<file path="config.mk">
export PLATFORM = sky130hd
export DESIGN_NAME = uart_cmd_parser
export DESIGN_NICKNAME = d
export VERILOG_FILES = /design/src/rtl/uart_cmd_parser.sv
export SDC_FILE = /design/constraint.sdc
export NUM_CORES = 1
export LEC_CHECK = 0
export BUFFER_PORTS_ARGS = -buffer_cell sky130_fd_sc_hd__buf_2
export CAP_MARGIN = 10
export CORE_MARGIN = 3
export CORE_UTILIZATION = 52
export DETAILED_ROUTE_END_ITERATION = 10
export GPL_ROUTABILITY_DRIVEN = 0
export GPL_TIMING_DRIVEN = 0
export PLACE_DENSITY = 0.87
export SLEW_MARGIN = 5
export SYNTH_ARGS = -nofsm -noshare
export SYNTH_HDL_FRONTEND = slang
export SYNTH_SLANG_ARGS = --single-unit
</file>
<file path="constraint.sdc">
create_clock -name i_clk -period 2.65 [get_ports i_clk]
set_input_delay 0.53 -clock i_clk [delete_from_list [all_inputs] [get_ports i_clk]]
set_output_delay 0.53 -clock i_clk [all_outputs]
set_load 0.005 [all_outputs]
</file>
<file path="src/rtl/uart_cmd_parser.sv">
// Purpose : ASCII command-frame parser (cmd char, 0..MAX_DIGITS lowercase hex digits, 'E')
//           between the UART RX byte stream and the bus master.
// Latency : o_valid rises on the clock edge that takes the terminating 'E'; no extra stage.
// Backpressure: a finished frame is held in HOLD until o_valid && i_ready. Bytes arriving
//           in HOLD are dropped and reported as an overrun; the parser never stalls the RX side.
//
// Ports:
//   i_clk, i_rst_n         clock (posedge), asynchronous active-low reset
//   i_data_in[7:0]         RX byte, bit 7 ignored
//   i_data_valid           RX qualifier: level with rising-edge take (EDGE_DET=1) or 1-cycle strobe
//   o_valid / i_ready      frame beat handshake
//   o_cmd[1:0]             0=R 1=W 2=A 3=S
//   o_word[DATA_W-1:0]     hex value, first digit most significant, zero-extended
//   o_ndigits              number of digits in the frame
//   o_err                  1-cycle pulse on a protocol error
//   o_err_code[2:0]        last error: 1 digit outside frame, 2 overflow, 3 overrun in HOLD,
//                          4 aborted frame, 5 stray 'E'; held until the next error
module uart_cmd_parser #(
  parameter int DATA_W     = 32,
  parameter int MAX_DIGITS = DATA_W / 4,
  parameter bit EDGE_DET   = 1'b1,
  localparam int CNT_W     = $clog2(MAX_DIGITS + 1)
) (
  input  logic              i_clk,
  input  logic              i_rst_n,
  input  logic [7:0]        i_data_in,
  input  logic              i_data_valid,
  output logic              o_valid,
  input  logic              i_ready,
  output logic [1:0]        o_cmd,
  output logic [DATA_W-1:0] o_word,
  output logic [CNT_W-1:0]  o_ndigits,
  output logic              o_err,
  output logic [2:0]        o_err_code
);

  typedef enum logic [1:0] {
    S_IDLE    = 2'd0,
    S_COLLECT = 2'd1,
    S_HOLD    = 2'd2,
    S_DISCARD = 2'd3
  } state_t;

  localparam logic [CNT_W-1:0] MAX_CNT = CNT_W'(MAX_DIGITS);

  state_t              state_q, state_d;
  logic                prev_vld_q;
  logic [1:0]          cmd_d;
  logic [DATA_W-1:0]   word_d;
  logic [CNT_W-1:0]    cnt_d;
  logic                err_d;
  logic [2:0]          code_d;

  logic                take;
  logic [6:0]          ch;
  logic                is_num, is_alpha, is_digit, is_cmd, is_end;
  logic [1:0]          cmd_code;
  logic [3:0]          nibble;
  logic                unused_bit7;

  assign unused_bit7 = i_data_in[7];
  assign ch          = i_data_in[6:0];

  // Level mode takes only the first cycle of a high level; strobe mode takes every strobe.
  assign take = EDGE_DET ? (i_data_valid & ~prev_vld_q) : i_data_valid;

  assign is_num   = (ch >= 7'h30) && (ch <= 7'h39);   // '0'..'9'
  assign is_alpha = (ch >= 7'h61) && (ch <= 7'h66);   // 'a'..'f'
  assign is_digit = is_num || is_alpha;
  assign is_end   = (ch == 7'h45);                    // 'E'
  // 'a'..'f' have low nibble 1..6, so +9 maps them onto 10..15.
  assign nibble   = is_num ? ch[3:0] : (ch[3:0] + 4'd9);

  always_comb begin
    is_cmd   = 1'b1;
    cmd_code = 2'd0;
    case (ch)
      7'h52:   cmd_code = 2'd0;   // 'R'
      7'h57:   cmd_code = 2'd1;   // 'W'
      7'h41:   cmd_code = 2'd2;   // 'A'
      7'h53:   cmd_code = 2'd3;   // 'S'
      default: is_cmd   = 1'b0;
    endcase
  end

  assign o_valid = (state_q == S_HOLD);

  always_comb begin
    state_d = state_q;
    cmd_d   = o_cmd;
    word_d  = o_word;
    cnt_d   = o_ndigits;
    err_d   = 1'b0;
    code_d  = o_err_code;

    case (state_q)
      S_IDLE: begin
        if (take) begin
          if (is_cmd) begin
            cmd_d   = cmd_code;
            word_d  = '0;
            cnt_d   = '0;
            state_d = S_COLLECT;
          end else if (is_digit) begin
            err_d  = 1'b1;
            code_d = 3'd1;
          end else if (is_end) begin
            err_d  = 1'b1;
            code_d = 3'd5;
          end
        end
      end

      S_COLLECT: begin
        if (take) begin
          if (is_digit) begin
            if (o_ndigits < MAX_CNT) begin
              word_d = (o_word << 4) | DATA_W'(nibble);
              cnt_d  = o_ndigits + CNT_W'(1);
            end else begin
              err_d   = 1'b1;
              code_d  = 3'd2;
              state_d = S_DISCARD;
            end
          end else if (is_cmd) begin
            // A new command mid-frame aborts the old one and starts afresh.
            err_d  = 1'b1;
            code_d = 3'd4;
            cmd_d  = cmd_code;
            word_d = '0;
            cnt_d  = '0;
          end else if (is_end) begin
            state_d = S_HOLD;
          end
        end
      end

      S_HOLD: begin
        // Beat fields stay frozen here; only the state and error flags may move.
        if (i_ready) begin
          state_d = S_IDLE;
        end
        if (take && (is_digit || is_cmd || is_end)) begin
          err_d  = 1'b1;
          code_d = 3'd3;
        end
      end

      S_DISCARD: begin
        if (take && is_cmd) begin
          cmd_d   = cmd_code;
          word_d  = '0;
          cnt_d   = '0;
          state_d = S_COLLECT;
        end
      end

      default: state_d = S_IDLE;
    endcase
  end

  always_ff @(posedge i_clk or negedge i_rst_n) begin
    if (!i_rst_n) begin
      state_q    <= S_IDLE;
      prev_vld_q <= 1'b0;
      o_cmd      <= '0;
      o_word     <= '0;
      o_ndigits  <= '0;
      o_err      <= 1'b0;
      o_err_code <= '0;
    end else begin
      state_q    <= state_d;
      prev_vld_q <= i_data_valid;
      o_cmd      <= cmd_d;
      o_word     <= word_d;
      o_ndigits  <= cnt_d;
      o_err      <= err_d;
      o_err_code <= code_d;
    end
  end

endmodule

</file>
* Word level (Yosys, flattened, before mapping)
Cells that the tools add are included. W data, S select, Z words.
Storage, ports and cells: logic and storage cells 107, bits of input ports 12, register bits 45
Operators by class: reduce and logical (&&, ||, !) cells 15, order comparisons 5, equal/unequal tests 22, muxes and demuxes 53, add/subtract/negate cells 2, bitwise logic cells 3
Operators by type and width (number):
- $mux W32 | 6
- $pmux W32 S3 | 1
- $eq A7 B7 Y1 const B | 5
- $or A32 B4 Y32 | 1
- $mux W2 | 14
- $mux W4 | 7
- $mux W3 | 9
- $ne A3 B3 Y1 const B | 6
- $reduce_and A8 Y1 | 2
- $ne A2 B2 Y1 const B | 6
- $pmux W2 S3 | 2
- $pmux W4 S3 | 1
- $mux W1 | 10
- $reduce_and A5 Y1 | 2
- $pmux W3 S3 | 1
- $pmux W2 S4 | 1
- $ge A7 B6 Y1 const B | 1
- $ge A7 B7 Y1 const B | 1
- $le A7 B6 Y1 const B | 1
- $le A7 B7 Y1 const B | 1
- $reduce_bool A3 Y1 | 2
- $add A4 B1 Y4 const B | 1
- $add A4 B4 Y4 const B | 1
- $eq A2 B2 Y1 const B | 2
- 10 further kinds | 16

* Depth between registers and ports, before layout
word-level depth 8, depth in mapped cells 10, depth with buffers taken out 8

* Worst setup path before layout
OpenSTA, ideal clock, no wires.
path type input to register, start point input i_data_in[1], end point register o_err_code[1], arrival time 2.387 ns, required time 2.523 ns, library setup time 0.127 ns, buffers on the path 0, cell stages on the path 8, slack 0.135 ns, cells stage by stage inv_1 ha_1 or4_1 nand3_2 nand2_2 a21o_1 a2111oi_4 mux2_1
On the way: cells in the longest elaborated chain, start to end 8
Ends and longest elaborated chain:
- start: declaration | RTL line 26 | input logic [7:0] i_data_in,
- $ge A7 B6 Y1 (tied with other cells) | RTL line 67 | assign is_num = (ch >= 7'h30) && (ch <= 7'h39);
- $logic_and A1 B1 Y1 (tied with other cells) | RTL line 67
- $logic_or A1 B1 Y1 or $mux W1 (tied branches) | RTL line 69, 77
- $logic_or A1 B1 Y1 (2 in series) | RTL line 143 | if (take && (is_digit || is_cmd || is_end)) begin
- $logic_and A1 B1 Y1 | RTL line 143
- $ne A2 B1 Y1 (no source line)
- $reduce_and A8 Y1 (no source line)
- end signal: assignment | RTL line 178 | o_err_code <= code_d;
- end: declaration | RTL line 34 | output logic [2:0] o_err_code
Parallel ways exist; a longest one is shown, timed or not. The select of a mux whose other input is x is not followed. A chain may end at the register's enable or synchronous reset.

* Final worst setup path
start point input i_data_in[1], end point register o_err_code[2]
The elaborated chain is that of the path after synthesis.

==> run summary <==
* number of antenna-violating nets in the routed design: 0
* number of filler cells placed in the layout: 321
* Total Nets Final: 277
* ys async rst share: 100%
* headroom to the max-slew limit: 35.8%
* Final Critical Period: 2.51 ns
* flop and latch count out of synthesis: 45
* via-per-instance ratio: 5.76
* Antenna Cells: 0
* transition time of the tightest slew-check pin: 0.963 ns
* register cell area after layout: 1130 sq um
* via count of the first global-routing pass: 1,713
* share of layout cells above drive strength 1: 34.9%
* H-tree depth: 2
* Top Ports: 55
* DP Wirelength: 3420 um
* count of placed standard cells in the final layout, fillers left out: 305
* clock tree from TritonCTS: yes
* standard cell core area: 4090 sq um
* all-layer global routing usage: 20.8%
* setup repair after global routing missed its margin: no
* count of standard-cell rows: 23
* sequential share of the synthesized area: 50.3%
* CP cell instances: buf_2, inv_1, ha_1, or4_1, nand3_2, nand2_2, a21o_1, a2111oi_4, mux2_1
* launching element type of the critical path: input port
* standard cell with the maximum stage delay on the critical path: sky130_fd_sc_hd__or4_1
* status: complete, no violations
* mapped cell area: 2240 sq um
* reg2reg start: state_q[1]
* post-synthesis average cell area: 11.7 sq um
* clock transition at the registers of the reported paths: 0.09 ns
* biggest fanout along the worst timing path: 6
* Max stage delay on crit path: 0.46 ns
* number of clock sinks seen by CTS: 45
* Setup crit end kind: flip-flop
* cell depth of the worst flop-to-flop path: 9
* most used flip-flop cell after synthesis: sky130_fd_sc_hd__dfrtp_1
* floorplan die area: 5130 sq um
* worst setup path category: in2reg
* number of buffers inserted during clock tree synthesis: 5
* number of synthesized flops with an enable pin: 0
* count of final hold-check violations: 0
* horizontal extent of the die: 71.6 um
* Inst Count DP: 294
* total grt overflow: 0
* multi-input combinational cell area: 1040 sq um
* quantity of I/O buffers inserted on ports: 53
* Post-Route Hold Slack: 0.373 ns
* Netlist cell types: 46
* worst clock skew: 0.00589 ns
* required time of the critical path: 2.84 ns
* Avg WL per Cell: 15.6 um
* total nets after synthesis: 213
* terminus of the critical flop-to-flop path: o_word[4]
* pin count of the biggest net entering global routing: 46
* number of buffers added to fix hold violations after cts: 0
* count of pins over their slew limit: 0
* final setup vio count: 0
* max capacitance violation total: 0
* count of mapped cells out of synthesis: 191
* final cycle utilization of the critical path: 94.6%
* clock latency of the later-clocked register in the worst-skew pair: 0.30 ns
* clk buf depth: 2
* residual DRC count: 0
* WP data arrival: 2.69 ns
* flop2flop setup slack: 0.15 ns
* 1st-iter DRT viols: 111
* total negative slack: 0 ns
* Vias: 1,758
* layout overhead on the synthesized area: 22.1%
* highest achievable clock rate: 399 MHz
* static leakage power: 1.46 nW
* clock root buffer: sky130_fd_sc_hd__clkbuf_8
* maximum resistive drop on vdd: 0.380 mV
* starting utilization of the core area: 54.8%
* pwr dens: 758 nW/um^2
* initial antenna violation count: 0
* first-pass GRT wire length: 8390 um
* number of detailed-route iterations in the first pass: 4
* final wirelength: 4740 um
* Util after Layout: 66.9%
* overall power consumption: 2.07 mW
* class of the tightest hold or removal check: in2async
* number of warning messages in the yosys log: 0
* Die Span Y: 71.6 um
-- what timing repair did --
action	4_1_cts	5_1_grt
setup buffers	2	3
pin swaps	1	4
resized for setup	1	4
endpoints found under the setup margin	30	33
-- kinds of logic after synthesis --
logic type	synth area share, %
flops	50.3
mux	3.86
xor+xnor	0.783
compound gates	23.6
buf+inv	4.19
simple gates	11.6
fa+ha+maj	5.59
-- power breakdown --
group	switching (mW)	leakage, nW	internal (mW)	total [mW]
combinational	0.420	0.793	0.308	0.728
sequential	0.0642	0.611	0.756	0.820
clock	0.246	0.0546	0.279	0.525
total	0.729	1.46	1.34	2.07
-- sequential cells by signal (all words and copies together), names as in the netlist --
signal	cells
o_err	1
o_err_code	3
state_q	2
o_cmd	2
prev_vld_q	1
o_word	32
o_ndigits	4
-- per-stage QoR --
| stage | instance area (sq um) | worst slack, ns |
|---|---|---|
| detailed placement | 2570 | -0.247 |
| global route | 2730 | 0.00261 |
| CTS | 2690 | 0.0713 |
| floorplan | 2240 | 0.135 |
| global placement | 2570 | -0.179 |
| finish | 2730 | 0.144 |
-- routing by layer --
layer	up-vias	wire, um	part of all wire (%)	global-route usage, %
met4	0	79	1.7	6.68
met3	8	273	5.8	4.91
met5	-	0	0	0
met1	864	2110	44	27.3
met2	49	2280	48	34.1
li1	837	-	-	-
-- area by class of cell --
class / instances / share of cell area (%)
tap: 50 / 2.29
clock inverter: 2 / 1.42
buffer: 7 / 1.24
multi-input combinational: 123 / 38.1
timing repair buffer: 58 / 11.1
inverter: 15 / 2.06
sequential: 45 / 41.3
clock buffer: 5 / 2.52
-- cells in the mapped netlist, drive strengths merged, types with 2 or more instances --
cell / n / area [sq um]
dfrtp: 45 / 1130
a22o: 33 / 289
inv: 15 / 56.3
nand2: 11 / 43.8
ha: 10 / 125
a21oi: 8 / 40.0
nor2: 7 / 26.3
buf: 6 / 30.0
mux2: 5 / 56.3
nand3: 4 / 25.0
mux2i: 3 / 30.0
nand2b: 3 / 18.8
nor3: 3 / 20.0
o21ai: 3 / 18.8
a211oi: 2 / 15.0
a21boi: 2 / 15.0
a21o: 2 / 15.0
a221o: 2 / 20.0
a31oi: 2 / 12.5
clkbuf: 2 / 7.51
or3: 2 / 12.5
xnor2: 2 / 17.5
-- worst max-delay path by stage --
stage / from / to / slack, ns / cells past startpoint
floorplan: i_data_in[1] / o_err_code[1] / 0.14 / 8
global placement: i_data_in[1] / o_err_code[1] / -0.18 / 8
detailed placement: i_data_in[1] / o_err_code[2] / -0.25 / 8
CTS: i_data_in[1] / o_err_code[2] / 0.07 / 8
global route: i_data_in[1] / o_err_code[2] / 0.003 / 9
finish: i_data_in[1] / o_err_code[2] / 0.14 / 9
-- cell usage in the layout, fill, tap and decap left out, types with 5 or more instances in the layout --
cell / instances
sky130_fd_sc_hd__a21oi_1: 8
sky130_fd_sc_hd__dfrtp_1: 44
sky130_fd_sc_hd__a22o_1: 33
sky130_fd_sc_hd__inv_1: 15
sky130_fd_sc_hd__buf_2: 59
sky130_fd_sc_hd__clkbuf_8: 5
sky130_fd_sc_hd__nor2_1: 6
sky130_fd_sc_hd__ha_1: 9
sky130_fd_sc_hd__buf_4: 5
sky130_fd_sc_hd__nand2_1: 10
-- critical path: cells and delay by family --
kind	cells	cell delay [ns]
fa+ha+maj	1	0.25
simple gates	3	0.67
mux	1	0.36
buf+inv	2	0.21
compound gates	2	0.67
Power figures use the tool's default switching activity.
